--- src/rtl/core_seq_ctrl_if.sv ---
// Fetch and data-memory handshake bundle between the sequencer and its memory ports.
interface core_seq_ctrl_if;
    logic ifu_req_o;
    logic ifu_ready_i;
    logic lsu_req_o;
    logic lsu_we_o;
    logic lsu_ready_i;

    modport master (
        output ifu_req_o, lsu_req_o, lsu_we_o,
        input  ifu_ready_i, lsu_ready_i
    );

    modport slave (
        input  ifu_req_o, lsu_req_o, lsu_we_o,
        output ifu_ready_i, lsu_ready_i
    );
endinterface

--- src/rtl/core_seq_ctrl.sv ---
// Multi-cycle RV32 core sequencer: IDLE/FETCH/DECODE/EXEC/MEM/WB/HALT control FSM.
// Optional macro CORE_SEQ_WDOG_EN adds an 8-bit FETCH/MEM wait watchdog.
module core_seq_ctrl (
    input  logic                  clk_i,
    input  logic                  rst_n_i,
    core_seq_ctrl_if.master       bus,
    input  logic [6:0]            opcode_i,
    input  logic                  ebreak_i,
    output logic                  ir_we_o,
    output logic                  pc_we_o,
    output logic                  rf_we_o,
    output logic [2:0]            imm_src_o,
    output logic                  halt_o,
    output logic                  err_o,
    output logic [31:0]           instret_o
);
    localparam int unsigned CNT_W = 32;

    localparam logic [6:0] OP_LOAD   = 7'b0000011;
    localparam logic [6:0] OP_OPIMM  = 7'b0010011;
    localparam logic [6:0] OP_JALR   = 7'b1100111;
    localparam logic [6:0] OP_STORE  = 7'b0100011;
    localparam logic [6:0] OP_BRANCH = 7'b1100011;
    localparam logic [6:0] OP_LUI    = 7'b0110111;
    localparam logic [6:0] OP_AUIPC  = 7'b0010111;
    localparam logic [6:0] OP_JAL    = 7'b1101111;
    localparam logic [6:0] OP_OP     = 7'b0110011;
    localparam logic [6:0] OP_SYSTEM = 7'b1110011;

    typedef enum logic [2:0] {
        S_IDLE   = 3'd0,
        S_FETCH  = 3'd1,
        S_DECODE = 3'd2,
        S_EXEC   = 3'd3,
        S_MEM    = 3'd4,
        S_WB     = 3'd5,
        S_HALT   = 3'd6
    } state_e;

    typedef enum logic [1:0] {
        K_ALU    = 2'd0,
        K_LOAD   = 2'd1,
        K_STORE  = 2'd2,
        K_BRANCH = 2'd3
    } kind_e;

    state_e             state_q, state_d;
    kind_e              kind_q, kind_d;
    logic [2:0]         imm_q, imm_d;
    logic               err_q, err_d;
    logic [CNT_W-1:0]   instret_q, instret_d;
    logic               ifu_req_q, ifu_req_d;
    logic               lsu_req_q, lsu_req_d;
    logic               lsu_we_q, lsu_we_d;
    logic               pc_we_q, pc_we_d;
    logic               rf_we_q, rf_we_d;
    logic               halt_q, halt_d;

    logic [2:0]         dec_imm;
    kind_e              dec_kind;
    logic               dec_legal;
    logic               dec_brk;
    logic               wdog_expired;

    // Opcode decode: immediate format and instruction class
    always_comb begin
        dec_imm   = 3'b000;
        dec_kind  = K_ALU;
        dec_legal = 1'b1;
        dec_brk   = 1'b0;
        unique case (opcode_i)
            OP_LOAD:           begin dec_imm = 3'b001; dec_kind = K_LOAD;   end
            OP_OPIMM, OP_JALR: dec_imm = 3'b001;
            OP_STORE:          begin dec_imm = 3'b010; dec_kind = K_STORE;  end
            OP_BRANCH:         begin dec_imm = 3'b011; dec_kind = K_BRANCH; end
            OP_LUI, OP_AUIPC:  dec_imm = 3'b100;
            OP_JAL:            dec_imm = 3'b101;
            OP_OP:             dec_imm = 3'b000;
            OP_SYSTEM:         begin dec_legal = 1'b0; dec_brk = ebreak_i; end
            default:           dec_legal = 1'b0;
        endcase
    end

`ifdef CORE_SEQ_WDOG_EN
    logic [7:0] wdog_q, wdog_d;

    assign wdog_expired = (wdog_q == 8'hFF);

    // Counts consecutive unanswered request cycles; any other cycle clears it
    always_comb begin
        wdog_d = 8'd0;
        if (((state_q == S_FETCH) && !bus.ifu_ready_i) ||
            ((state_q == S_MEM)   && !bus.lsu_ready_i)) begin
            wdog_d = wdog_expired ? 8'd0 : wdog_q + 8'd1;
        end
    end

    always_ff @(posedge clk_i or negedge rst_n_i) begin
        if (!rst_n_i) wdog_q <= 8'd0;
        else          wdog_q <= wdog_d;
    end
`else
    assign wdog_expired = 1'b0;
`endif

    // Next state and registered outputs, computed from the state being entered
    always_comb begin
        state_d   = state_q;
        kind_d    = kind_q;
        imm_d     = imm_q;
        err_d     = err_q;
        instret_d = instret_q;
        unique case (state_q)
            S_IDLE:  state_d = S_FETCH;
            S_FETCH: begin
                if (bus.ifu_ready_i) begin
                    state_d = S_DECODE;
                end else if (wdog_expired) begin
                    state_d = S_HALT;
                    err_d   = 1'b1;
                end
            end
            S_DECODE: begin
                imm_d  = dec_imm;
                kind_d = dec_kind;
                if (dec_brk) begin
                    state_d = S_HALT;
                    err_d   = 1'b0;
                end else if (!dec_legal) begin
                    state_d = S_HALT;
                    err_d   = 1'b1;
                end else begin
                    state_d = S_EXEC;
                end
            end
            S_EXEC: state_d = ((kind_q == K_LOAD) || (kind_q == K_STORE)) ? S_MEM : S_WB;
            S_MEM: begin
                if (bus.lsu_ready_i) begin
                    state_d = S_WB;
                end else if (wdog_expired) begin
                    state_d = S_HALT;
                    err_d   = 1'b1;
                end
            end
            S_WB: begin
                instret_d = instret_q + CNT_W'(1);
                state_d   = S_FETCH;
            end
            S_HALT:  state_d = S_HALT;
            default: state_d = S_IDLE;
        endcase

        ifu_req_d = (state_d == S_FETCH);
        lsu_req_d = (state_d == S_MEM);
        lsu_we_d  = (state_d == S_MEM) && (kind_d == K_STORE);
        pc_we_d   = (state_d == S_WB);
        rf_we_d   = (state_d == S_WB) && (kind_d != K_STORE) && (kind_d != K_BRANCH);
        halt_d    = (state_d == S_HALT);
    end

    always_ff @(posedge clk_i or negedge rst_n_i) begin
        if (!rst_n_i) begin
            state_q   <= S_IDLE;
            kind_q    <= K_ALU;
            imm_q     <= 3'b000;
            err_q     <= 1'b0;
            instret_q <= '0;
            ifu_req_q <= 1'b0;
            lsu_req_q <= 1'b0;
            lsu_we_q  <= 1'b0;
            pc_we_q   <= 1'b0;
            rf_we_q   <= 1'b0;
            halt_q    <= 1'b0;
        end else begin
            state_q   <= state_d;
            kind_q    <= kind_d;
            imm_q     <= imm_d;
            err_q     <= err_d;
            instret_q <= instret_d;
            ifu_req_q <= ifu_req_d;
            lsu_req_q <= lsu_req_d;
            lsu_we_q  <= lsu_we_d;
            pc_we_q   <= pc_we_d;
            rf_we_q   <= rf_we_d;
            halt_q    <= halt_d;
        end
    end

    // IR write must land in the same cycle the fetch data is presented
    assign ir_we_o       = (state_q == S_FETCH) && bus.ifu_ready_i;
    assign bus.ifu_req_o = ifu_req_q;
    assign bus.lsu_req_o = lsu_req_q;
    assign bus.lsu_we_o  = lsu_we_q;
    assign pc_we_o       = pc_we_q;
    assign rf_we_o       = rf_we_q;
    assign imm_src_o     = imm_q;
    assign halt_o        = halt_q;
    assign err_o         = err_q;
    assign instret_o     = instret_q;
endmodule

--- src/flat_wrapper.sv ---
// flat-port wrapper written by rule: the top's interface ports become plain ports
module core_seq_ctrl_flat 
  (clk_i, rst_n_i, opcode_i, ebreak_i, ir_we_o, pc_we_o, rf_we_o, imm_src_o, halt_o, err_o, instret_o, bus_ifu_req_o, bus_lsu_req_o, bus_lsu_we_o, bus_ifu_ready_i, bus_lsu_ready_i);
  core_seq_ctrl_if bus_i ();
  input  logic clk_i;
  input  logic rst_n_i;
  input  logic [6:0] opcode_i;
  input  logic ebreak_i;
  output logic ir_we_o;
  output logic pc_we_o;
  output logic rf_we_o;
  output logic [2:0] imm_src_o;
  output logic halt_o;
  output logic err_o;
  output logic [31:0] instret_o;
  output wire logic [$bits(bus_i.ifu_req_o)-1:0] bus_ifu_req_o;
  output wire logic [$bits(bus_i.lsu_req_o)-1:0] bus_lsu_req_o;
  output wire logic [$bits(bus_i.lsu_we_o)-1:0] bus_lsu_we_o;
  input wire logic [$bits(bus_i.ifu_ready_i)-1:0] bus_ifu_ready_i;
  input wire logic [$bits(bus_i.lsu_ready_i)-1:0] bus_lsu_ready_i;
  assign bus_ifu_req_o = bus_i.ifu_req_o;
  assign bus_lsu_req_o = bus_i.lsu_req_o;
  assign bus_lsu_we_o = bus_i.lsu_we_o;
  assign bus_i.ifu_ready_i = bus_ifu_ready_i;
  assign bus_i.lsu_ready_i = bus_lsu_ready_i;
  core_seq_ctrl u_core (.clk_i(clk_i), .rst_n_i(rst_n_i), .bus(bus_i), .opcode_i(opcode_i), .ebreak_i(ebreak_i), .ir_we_o(ir_we_o), .pc_we_o(pc_we_o), .rf_we_o(rf_we_o), .imm_src_o(imm_src_o), .halt_o(halt_o), .err_o(err_o), .instret_o(instret_o));
endmodule
--- config.mk ---
export PLATFORM = sky130hd
export DESIGN_NAME = core_seq_ctrl_flat
export DESIGN_NICKNAME = d
export VERILOG_FILES = /design/src/rtl/core_seq_ctrl_if.sv /design/src/rtl/core_seq_ctrl.sv /design/src/flat_wrapper.sv
export SDC_FILE = /design/constraint.sdc
export NUM_CORES = 1
export LEC_CHECK = 0
export BUFFER_PORTS_ARGS = -buffer_cell sky130_fd_sc_hd__buf_2
export CORE_MARGIN = 2
export CORE_UTILIZATION = 47
export CTS_CLUSTER_SIZE = 20
export DETAILED_ROUTE_END_ITERATION = 6
export GPL_TIMING_DRIVEN = 0
export MAX_ROUTING_LAYER = met4
export PLACE_DENSITY = 0.75
export REMOVE_ABC_BUFFERS = 1
export SYNTH_ARGS = -nofsm -noshare
export SYNTH_HDL_FRONTEND = slang
export SYNTH_SLANG_ARGS = --single-unit
--- constraint.sdc ---
create_clock -name clk_i -period 1.7 [get_ports clk_i]
set_input_delay 0.51 -clock clk_i [delete_from_list [all_inputs] [get_ports clk_i]]
set_output_delay 0.51 -clock clk_i [all_outputs]
set_load 0.02 [all_outputs]
==> out/results.txt, run 1 <==
Status = complete, but fails checks
Failing checks = negative setup slack
EDFF count, synth = 0
Fin crit period = 1.78 ns
Ys flop type = dfrtp_1
Synth warnings = 0
Total Power = 3.39 mW
Worst-margin pin slew = 1.02 ns
Largest net degree at the start of global routing = 48
CTS tree = yes
Core area = 4380 µm²
Number of H-tree levels = 2
Layout Utilization = 0.628
Gpl congestion = 0.787
Slew Limit Fails = 0
Initial DRC count = 71
Layout cells sized above 1 = 0.357
Port Buffer Count = 54
Antenna diode count = 0
Die area = 5130 µm²
Maxcap violations = 0
Flop-to-flop setup slack = 0.02 ns
Share of the synthesized area in the top cell type = 0.547
Synth top area cells = dfrtp_1 (55%), xnor2_1 (9.4%), nand2_1 (4.4%)
Hold_buf cts = 0
Clk root buf = clkbuf_8
Antenna violations before repair = 0
Syn Std Cell Area = 2150 µm²
Arr. time, crit path = 1.27 ns
Final nets = 281
Rows = 24
Die X = 71.6 µm
Number of global-route vias before repair = 1,599
DR DRC count = 0
Gr usage total = 0.183
#FFs+latches synth = 47
Drt pass-1 iters = 5
Clk_lat worst skew = 0.29 ns
Clk sinks = 47
DR vias/cell = 5.38
TNS Setup = -0.0775 ns
Final WL = 4280 µm
RSZ-0062 raised after global routing = yes
Syn_area_per_cell = 10.9 µm²
Vert. Die Dim = 71.6 µm
Area Overhead vs Synth = 28.2%
Detail Route Antenna Nets = 0
Worst Skew = 0.00212 ns
Post-synthesis sequential area ratio = 0.547
Leak Pwr = 1.42 nW
R2r startpoint = u_core.instret_o[15]$_DFFE_PN0N_
Longest Clk Path Bufs = 2
Worst r2r dst = u_core.instret_o[23]$_DFFE_PN0N_
Crit-path max FO = 6
HP Class = input pin to asynchronous set/reset pin
Max Fclk = 563 MHz
Crit share post-route = 1.05
Worst slew margin = 0.321
GR Overflow Total = 0
Post-synthesis async set-or-reset flop share = 1.00
Critical Path Start Type = flip-flop
Clk slew on worst S/H paths = 0.08 ns
Count leader, synth = dfrtp_1
Num CTS Buffers = 5
DP HPWL = 2820 µm
I/O pin count = 55
Kind of critical path = flip-flop to output port
Setup Viol. Count Final = 1
Pwr Density = 1230 nW/µm²
Via count = 1,726
Final worst-path setup slack = -0.0775 ns
Maximum vdd drop = 0.908 mV
Fin. Hold Viols = 0
Average wire per standard cell = 13.3 µm
First-pass GRT wire length = 7240 µm
CP Data Required Time = 1.19 ns
Distinct cells, synth = 39
Synth Instances = 198
Crit. End Element = output port
Synth area leader = dfrtp_1
Starting Density = 0.490
Reg2Reg Depth = 5
Commonest cells in the netlist = dfrtp_1 (47), nand2_1 (25), xnor2_1 (23), nor2_1 (12), xor2_1 (10)
cells by family (layout without fill, tap and decap cells):
logic type               count (synthesis)  after routing  synth area share
adder cells (fa/ha/maj)                  1              1           0.00582
flip-flops                              47             47             0.547
multiplexers                             1              1           0.00524
AND/OR/NAND/NOR                         86             86             0.217
AO/OA/AOI/OAI                           17             17            0.0600
XOR/XNOR                                33             33             0.135
buffers and inverters                   13             84            0.0303
cells in the final DEF, fill, tap and decap left out, types with 2 or more instances in the layout:
cell type | Yosys | routed
nand2_1 | 25 | 25
nand4_1 | 9 | 9
nor2_1 | 12 | 12
xor2_1 | 10 | 10
and4_4 | 0 | 2
nor3_2 | 0 | 3
nand2b_1 | 3 | 2
dfrtp_1 | 47 | 44
inv_1 | 7 | 7
and3_1 | 5 | 3
a21oi_1 | 3 | 3
and4_1 | 5 | 3
and3b_2 | 0 | 2
nand3_1 | 8 | 8
buf_2 | 1 | 53
and2_1 | 3 | 3
clkbuf_8 | 0 | 7
dfrtp_2 | 0 | 3
xnor2_1 | 23 | 23
o21ai_0 | 3 | 3
buf_4 | 4 | 14
and3_4 | 0 | 2
nor3_1 | 5 | 2
critical path, stage by stage, from the launching register on:
cell     delay [ns]
dfrtp_2        0.44
and2b_1        0.21
and3b_2        0.20
buf_6          0.12
flip-flops by register name (all words and copies together), names as in the netlist:
name,count
u_core.imm_src_o,3
u_core.pc_we_o,1
u_core.bus.lsu_we_o,1
u_core.bus.lsu_req_o,1
u_core.halt_o,1
u_core.kind_q,2
u_core.instret_o,32
u_core.state_q,3
u_core.bus.ifu_req_o,1
u_core.rf_we_o,1
u_core.err_o,1
metrics by stage:
step | cell area, µm² | instances | hold slack, ns | worst slack (ns)
floorplan | 2110 | 192 | 0.214 | -0.110
global placement | 2440 | 298 | 0.456 | -0.377
detailed placement | 2440 | 298 | 0.461 | -0.408
CTS | 2670 | 314 | 0.391 | -0.0783
global route | 2760 | 321 | 0.388 | -0.136
finish | 2760 | 321 | 0.388 | -0.0775
area by class of cell:
class | count | area (µm²)
Inverter | 7 | 26.3
Clock buffer | 8 | 100
Multi-Input combinational cell | 138 | 982
Tap cell | 52 | 65.1
Fill cell | 366 | 1630
Timing Repair Buffer | 69 | 402
Sequential cell | 47 | 1180
layer usage:
layer,wire (µm),share of wire,GRT usage
met5,0,0,-
met4,51,0.012,0.0524
met3,237,0.055,0.0506
met2,2050,0.48,0.294
met1,1950,0.45,0.227
timing repair:
item | in CTS | in global routing
setup endpoints to repair | 21 | 16
cloned | 0 | 0
buffers inserted | 8 | 7
resized for setup | 20 | 6
endpoints found under the hold margin | 0 | 0
pin swaps | 3 | 2
worst max path at each step:
| stage | depth (start not counted) | from | slack [ns] | end |
|---|---|---|---|---|
| final | 3 | u_core.state_q[2]$_DFF_PN0_ | -0.08 | ir_we_o |
| after global placement | 5 | u_core.state_q[1]$_DFF_PN0_ | -0.38 | u_core.instret_o[29]$_DFFE_PN0N_ |
| after floorplan | 5 | u_core.instret_o[10]$_DFFE_PN0N_ | -0.11 | u_core.instret_o[23]$_DFFE_PN0N_ |
| after CTS | 3 | u_core.state_q[2]$_DFF_PN0_ | -0.08 | ir_we_o |
| after detailed placement | 5 | u_core.state_q[1]$_DFF_PN0_ | -0.41 | u_core.instret_o[29]$_DFFE_PN0N_ |
| after global routing | 3 | u_core.state_q[2]$_DFF_PN0_ | -0.14 | ir_we_o |
report_power, final:
group | internal, mW | switching [mW]
clock | 0.371 | 0.360
combinational | 0.552 | 0.613
sequential | 1.32 | 0.174
total | 2.24 | 1.15
No activity file was read; power rests on OpenSTA's default activity.
==> run 2: changes to the inputs <==
CORE_UTILIZATION = 49   (was 47)
CTS_BUF_LIST = sky130_fd_sc_hd__clkbuf_2 sky130_fd_sc_hd__clkbuf_4 sky130_fd_sc_hd__clkbuf_8   (was not set)
PLACE_DENSITY = 0.78   (was 0.75)
==> out/results.txt, run 2 (synthesis results as in run 1) <==
Kind of critical path = flip-flop to output port
Critical-path top delay cell = dfrtp_2
Die X = 70.2 µm (-1.9%)
Port Buffer Count = 54 (unchanged)
Post-route cell area = 2740 µm² (-0.54%)
RSZ-0062 raised after global routing = yes
Number of global-route vias before repair = 1,601 (+0.13%)
WP buf/inv = 1 (unchanged)
Layout cells sized above 1 = 0.365 (+0.00844)
Antenna diode count = 0 (unchanged)
Worst path cell trace = and2b_1, and3b_2, buf_6
Crit. End Element = output port
Worst Skew = 0.00229 ns (+0.000167 ns)
Largest net degree at the start of global routing = 48 (unchanged)
Maximum vdd drop = 0.915 mV (+0.81%)
Area Overhead vs Synth = 27.5%
Delay of the slowest critical-path stage = 0.43 ns (about the same)
DR vias/cell = 5.27 (-2.1%)
Slew Limit Fails = 0 (unchanged)
Worst-margin pin slew = 1.03 ns (+0.0157 ns)
Core area = 4290 µm² (-2.1%)
Clk_lat worst skew = 0.29 ns (about the same)
CP Data Required Time = 1.19 ns (about the same)
HP Class = input pin to asynchronous set/reset pin
Fin crit period = 1.77 ns (-0.00514 ns)
Most frequent cells in the layout = buf_2 (53), dfrtp_1 (42), nand2_1 (25)
Crit share post-route = 1.04 (-0.00302)
Arr. time, crit path = 1.26 ns (about the same)
Via count = 1,701 (-1.4%)
Clk sinks = 47 (unchanged)
Number of H-tree levels = 2 (unchanged)
Final WL = 4210 µm (-1.7%)
Longest Clk Path Bufs = 2 (unchanged)
Total Power = 3.28 mW (-3.3%)
DR DRC count = 0 (unchanged)
Area of the multi-input gates = 973 µm² (-0.89%)
Leak Pwr = 1.44 nW (+1.4%)
Vert. Die Dim = 70.2 µm (-1.9%)
Final worst-path setup slack = -0.0723 ns (+0.00514 ns)
Critical Path Start Type = flip-flop
First-pass GRT wire length = 7130 µm (-1.4%)
Max Fclk = 564 MHz (+0.29%)
Gpl congestion = 0.794 (+0.88%)
Failing checks = negative setup slack
Num CTS Buffers = 5 (unchanged)
GR Overflow Total = 0 (unchanged)
Die area = 4930 µm² (-3.9%)
Starting Density = 0.500 (+0.0103)
Setup Viol. Count Final = 2 (+1)
FF/Latch Area = 1180 µm² (+0.21%)
Hold_buf cts = 0 (unchanged)
Average wire per standard cell = 13.0 µm (-2.3%)
Final nets = 283 (+0.71%)
Pwr Density = 1200 nW/µm² (-2.8%)
Worst slew margin = 0.310 (-0.0105)
Rows = 24 (unchanged)
Status = complete, but fails checks
Crit-path max FO = 5 (-1)
Crit-path leading delay family = flip-flops
Drt pass-1 iters = 4 (-1)
Clk slew on worst S/H paths = 0.08 ns (about the same)
Most common cell after layout, fill and taps aside = buf_2
Flop-to-flop setup slack = -0.06 ns (-0.08 ns)
CTS tree = yes
Maxcap violations = 0 (unchanged)
Clk root buf = clkbuf_8
Detail Route Antenna Nets = 0 (unchanged)
Initial DRC count = 103 (+45%)
Antenna violations before repair = 0 (unchanged)
Gr usage total = 0.185 (+0.00198)
I/O pin count = 55 (unchanged)
FILL cells = 346 (-5.5%)
Area after DPL = 2440 µm² (unchanged)
DP HPWL = 2750 µm (-2.6%)
Fin. Hold Viols = 0 (unchanged)
Max FFs per register = 32 (unchanged)
-- run 2: area by class of cell --
cell class / instances / share of cell area
clock inverter: 1 / 0.00183
inverter: 7 / 0.00959
sequential: 47 / 0.432
timing repair buffer: 71 / 0.147
clock buffer: 7 / 0.0306
tap: 52 / 0.0237
multi-input combinational: 138 / 0.355
-- run 2: per-stage QoR --
stage	hold slack, ns	instances	TNS, ns	setup slack (ns)	utilization
floorplan	0.214	192	-0.601	-0.110	-
global placement	0.455	298	-4.29	-0.359	0.569
detailed placement	0.461	298	-4.31	-0.371	0.569
CTS	0.384	317	-0.159	-0.0865	0.620
global route	0.382	323	-0.661	-0.123	0.638
finish	0.395	323	-0.129	-0.0723	0.638
-- run 2: routing by layer --
metal / up-vias / share of wire / global-route usage
met4: 0 / 0.018 / 0.0769
met5: - / 0 / -
met1: 818 / 0.46 / 0.223
met2: 50 / 0.47 / 0.308
li1: 826 / - / -
met3: 7 / 0.049 / 0.0317
-- run 2: timing repair --
action / CTS / global route
buffers inserted: 11 / 6
resized for setup: 17 / 8
pin swaps: 4 / 4
setup endpoints to repair: 20 / 12
-- run 2: path summary, 6_finish.rpt --
path / start / to / depth (start not counted)
worst min-delay path: rst_n_i / u_core.instret_o[8]$_DFFE_PN0N_ / 1
worst min register to register: u_core.instret_o[31]$_DFFE_PN0N_ / u_core.instret_o[31]$_DFFE_PN0N_ / 1
worst max-delay path: u_core.state_q[2]$_DFF_PN0_ / ir_we_o / 3
max in group asynchronous: rst_n_i / u_core.state_q[0]$_DFF_PN0_ / 1
min in group clk_i: bus_ifu_ready_i / u_core.bus.ifu_req_o$_DFF_PN0_ / 2
worst max register to register: u_core.state_q[2]$_DFF_PN0_ / u_core.bus.lsu_we_o$_DFF_PN0_ / 3
-- run 2: worst reg2reg max path: stages, from the launching register on --
cell	delay (ns)
dfrtp_2	0.43
or3b_2	0.61
o41ai_2	0.38
and3b_1	0.22
-- run 2: power breakdown --
group	internal, mW	switching [mW]
clock	0.321	0.344
sequential	1.32	0.170
combinational	0.521	0.602
==> run 3: changes to the inputs <==
GPL_TIMING_DRIVEN = not set   (was 0)
==> out/results.txt, run 3 (synthesis results as in run 1) <==
Fin crit period = 1.76 ns (-0.0117 ns)
Setup Viol. Count Final = 2 (unchanged)
Clk sinks = 47 (unchanged)
Most common cell after layout, fill and taps aside = buf_2
Port Buffer Count = 54 (unchanged)
Clk_lat worst skew = 0.30 ns (about the same)
FF/Latch Area = 1180 µm² (-0.53%)
WP buf/inv = 1 (unchanged)
Crit-path leading delay family = simple AND/OR/NAND/NOR gates
Antenna violations before repair = 0 (unchanged)
Worst-margin pin slew = 0.311 ns (-0.723 ns)
CTS tree = yes
Critical-path top delay cell = dfrtp_1
Area Overhead vs Synth = 31.9%
Core area = 4290 µm² (unchanged)
I/O pin count = 55 (unchanged)
Final worst-path setup slack = -0.0606 ns (+0.0117 ns)
First-pass GRT wire length = 7490 µm (+4.9%)
CP Data Required Time = 1.19 ns (about the same)
Number of global-route vias before repair = 1,696 (+5.9%)
Crit-path max FO = 4 (-1)
Worst Setup SP = u_core.state_q[2]$_DFF_PN0_
Crit. End Element = output port
Clk root buf = clkbuf_8
Max Fclk = 568 MHz (+0.66%)
R2r startpoint = u_core.state_q[1]$_DFF_PN0_
Largest net degree at the start of global routing = 48 (unchanged)
Average wire per standard cell = 13.1 µm (+0.72%)
Worst path cell trace = and2b_1, and3b_2, buf_6
Final WL = 4410 µm (+4.8%)
Gr usage total = 0.197 (+0.0125)
Failing checks = negative setup slack
Total Power = 3.35 mW (+2.2%)
Die X = 70.2 µm (unchanged)
Crit path depth = 3 (unchanged)
Initial DRC count = 122 (+18%)
Rows = 24 (unchanged)
Hold Slack = 0.184 ns (-0.211 ns)
Layout cells sized above 1 = 0.370 (+0.00440)
DR vias/cell = 5.11 (-3.0%)
Leak Pwr = 1.50 nW (+4.7%)
Crit share post-route = 1.04 (-0.00688)
Worst r2r dst = u_core.bus.lsu_we_o$_DFF_PN0_
Slew Limit Fails = 0 (unchanged)
Max FFs per register = 32 (unchanged)
Fin. Hold Viols = 0 (unchanged)
Kind of critical path = flip-flop to output port
Num CTS Buffers = 5 (unchanged)
Flop-to-flop setup slack = -0.01 ns (+0.05 ns)
GR Overflow Total = 0 (unchanged)
DR DRC count = 0 (unchanged)
Worst Skew = 0.00937 ns (+0.00709 ns)
DP Cell Count = 327 (+9.7%)
FILL cells = 349 (+0.87%)
Layout Utilization = 0.660 (+0.0219)
Drt pass-1 iters = 4 (unchanged)
Detail Route Antenna Nets = 0 (unchanged)
DP HPWL = 3190 µm (+16%)
Antenna diode count = 0 (unchanged)
HP Class = input pin to asynchronous set/reset pin
Pwr Density = 1180 nW/µm² (-1.2%)
Gpl congestion = 0.798 (+0.48%)
Clk slew on worst S/H paths = 0.09 ns (about the same)
TNS Setup = -0.0677 ns (+0.0614 ns)
Via count = 1,716 (+0.88%)
Maxcap violations = 0 (unchanged)
Starting Density = 0.500 (unchanged)
Final nets = 296 (+4.6%)
Longest Clk Path Bufs = 2 (unchanged)
Delay of the slowest critical-path stage = 0.41 ns (-0.02 ns)
Vert. Die Dim = 70.2 µm (unchanged)
Maximum vdd drop = 0.810 mV (-12%)
Worst slew margin = 0.791 (+0.481)
Critical Path Start Type = flip-flop
Arr. time, crit path = 1.25 ns (about the same)
Number of H-tree levels = 2 (unchanged)
Post-route cell area = 2830 µm² (+3.4%)
RSZ-0062 raised after global routing = yes
Status = complete, but fails checks
Area of the multi-input gates = 953 µm² (-2.1%)
Die area = 4930 µm² (unchanged)
Reg2Reg Depth = 6 (+3)
Pre-CTS setup slack = -0.150 ns (+0.221 ns)
Area after DPL = 2680 µm² (+9.4%)
Fin cells = 336 (+4.0%)
Most frequent cells in the layout = buf_2 (53), dfrtp_1 (47), buf_4 (29)
==> run 3: where the power goes <==
part	internal [mW]	switching [mW]
sequential	1.31	0.103
combinational	0.540	0.673
clock	0.349	0.372
total	2.20	1.15
==> run 3: layout make-up <==
class                      instances  area share
tap                               52      0.0230
clock buffer                       7      0.0318
sequential                        47       0.415
timing repair buffer              84       0.181
multi-input combinational        138       0.336
inverter                           7     0.00927
clock inverter                     1     0.00309
==> run 3: worst max path at each step <==
stage                                       end  slack (ns)
4_1_cts                                 ir_we_o       -0.07
6_report                                ir_we_o       -0.06
3_3_place_gp      u_core.bus.lsu_we_o$_DFF_PN0_       -0.08
2_1_floorplan  u_core.instret_o[23]$_DFFE_PN0N_       -0.11
5_1_grt           u_core.bus.lsu_we_o$_DFF_PN0_       -0.12
3_5_place_dp      u_core.bus.lsu_we_o$_DFF_PN0_       -0.15
==> run 3: worst register-to-register path, cell delays in order (launching register included) <==
cell	delay (ns)
dfrtp_1	0.35
buf_4	0.16
or3b_2	0.51
buf_4	0.20
nand2_1	0.12
o41ai_4	0.10
and3b_1	0.22
==> run 3: repair_timing <==
item	4_1_cts	5_1_grt
endpoints found under the setup margin	6	18
hold buffers	0	0
pin swaps	1	0
resized for setup	6	8
setup buffers	1	0
==> run 3: routing by layer <==
layer	global-route usage	vias up	share of wire
li1	-	851	-
met1	0.244	803	0.45
met2	0.309	47	0.47
met3	0.0404	15	0.047
met4	0.100	0	0.026
met5	-	-	0
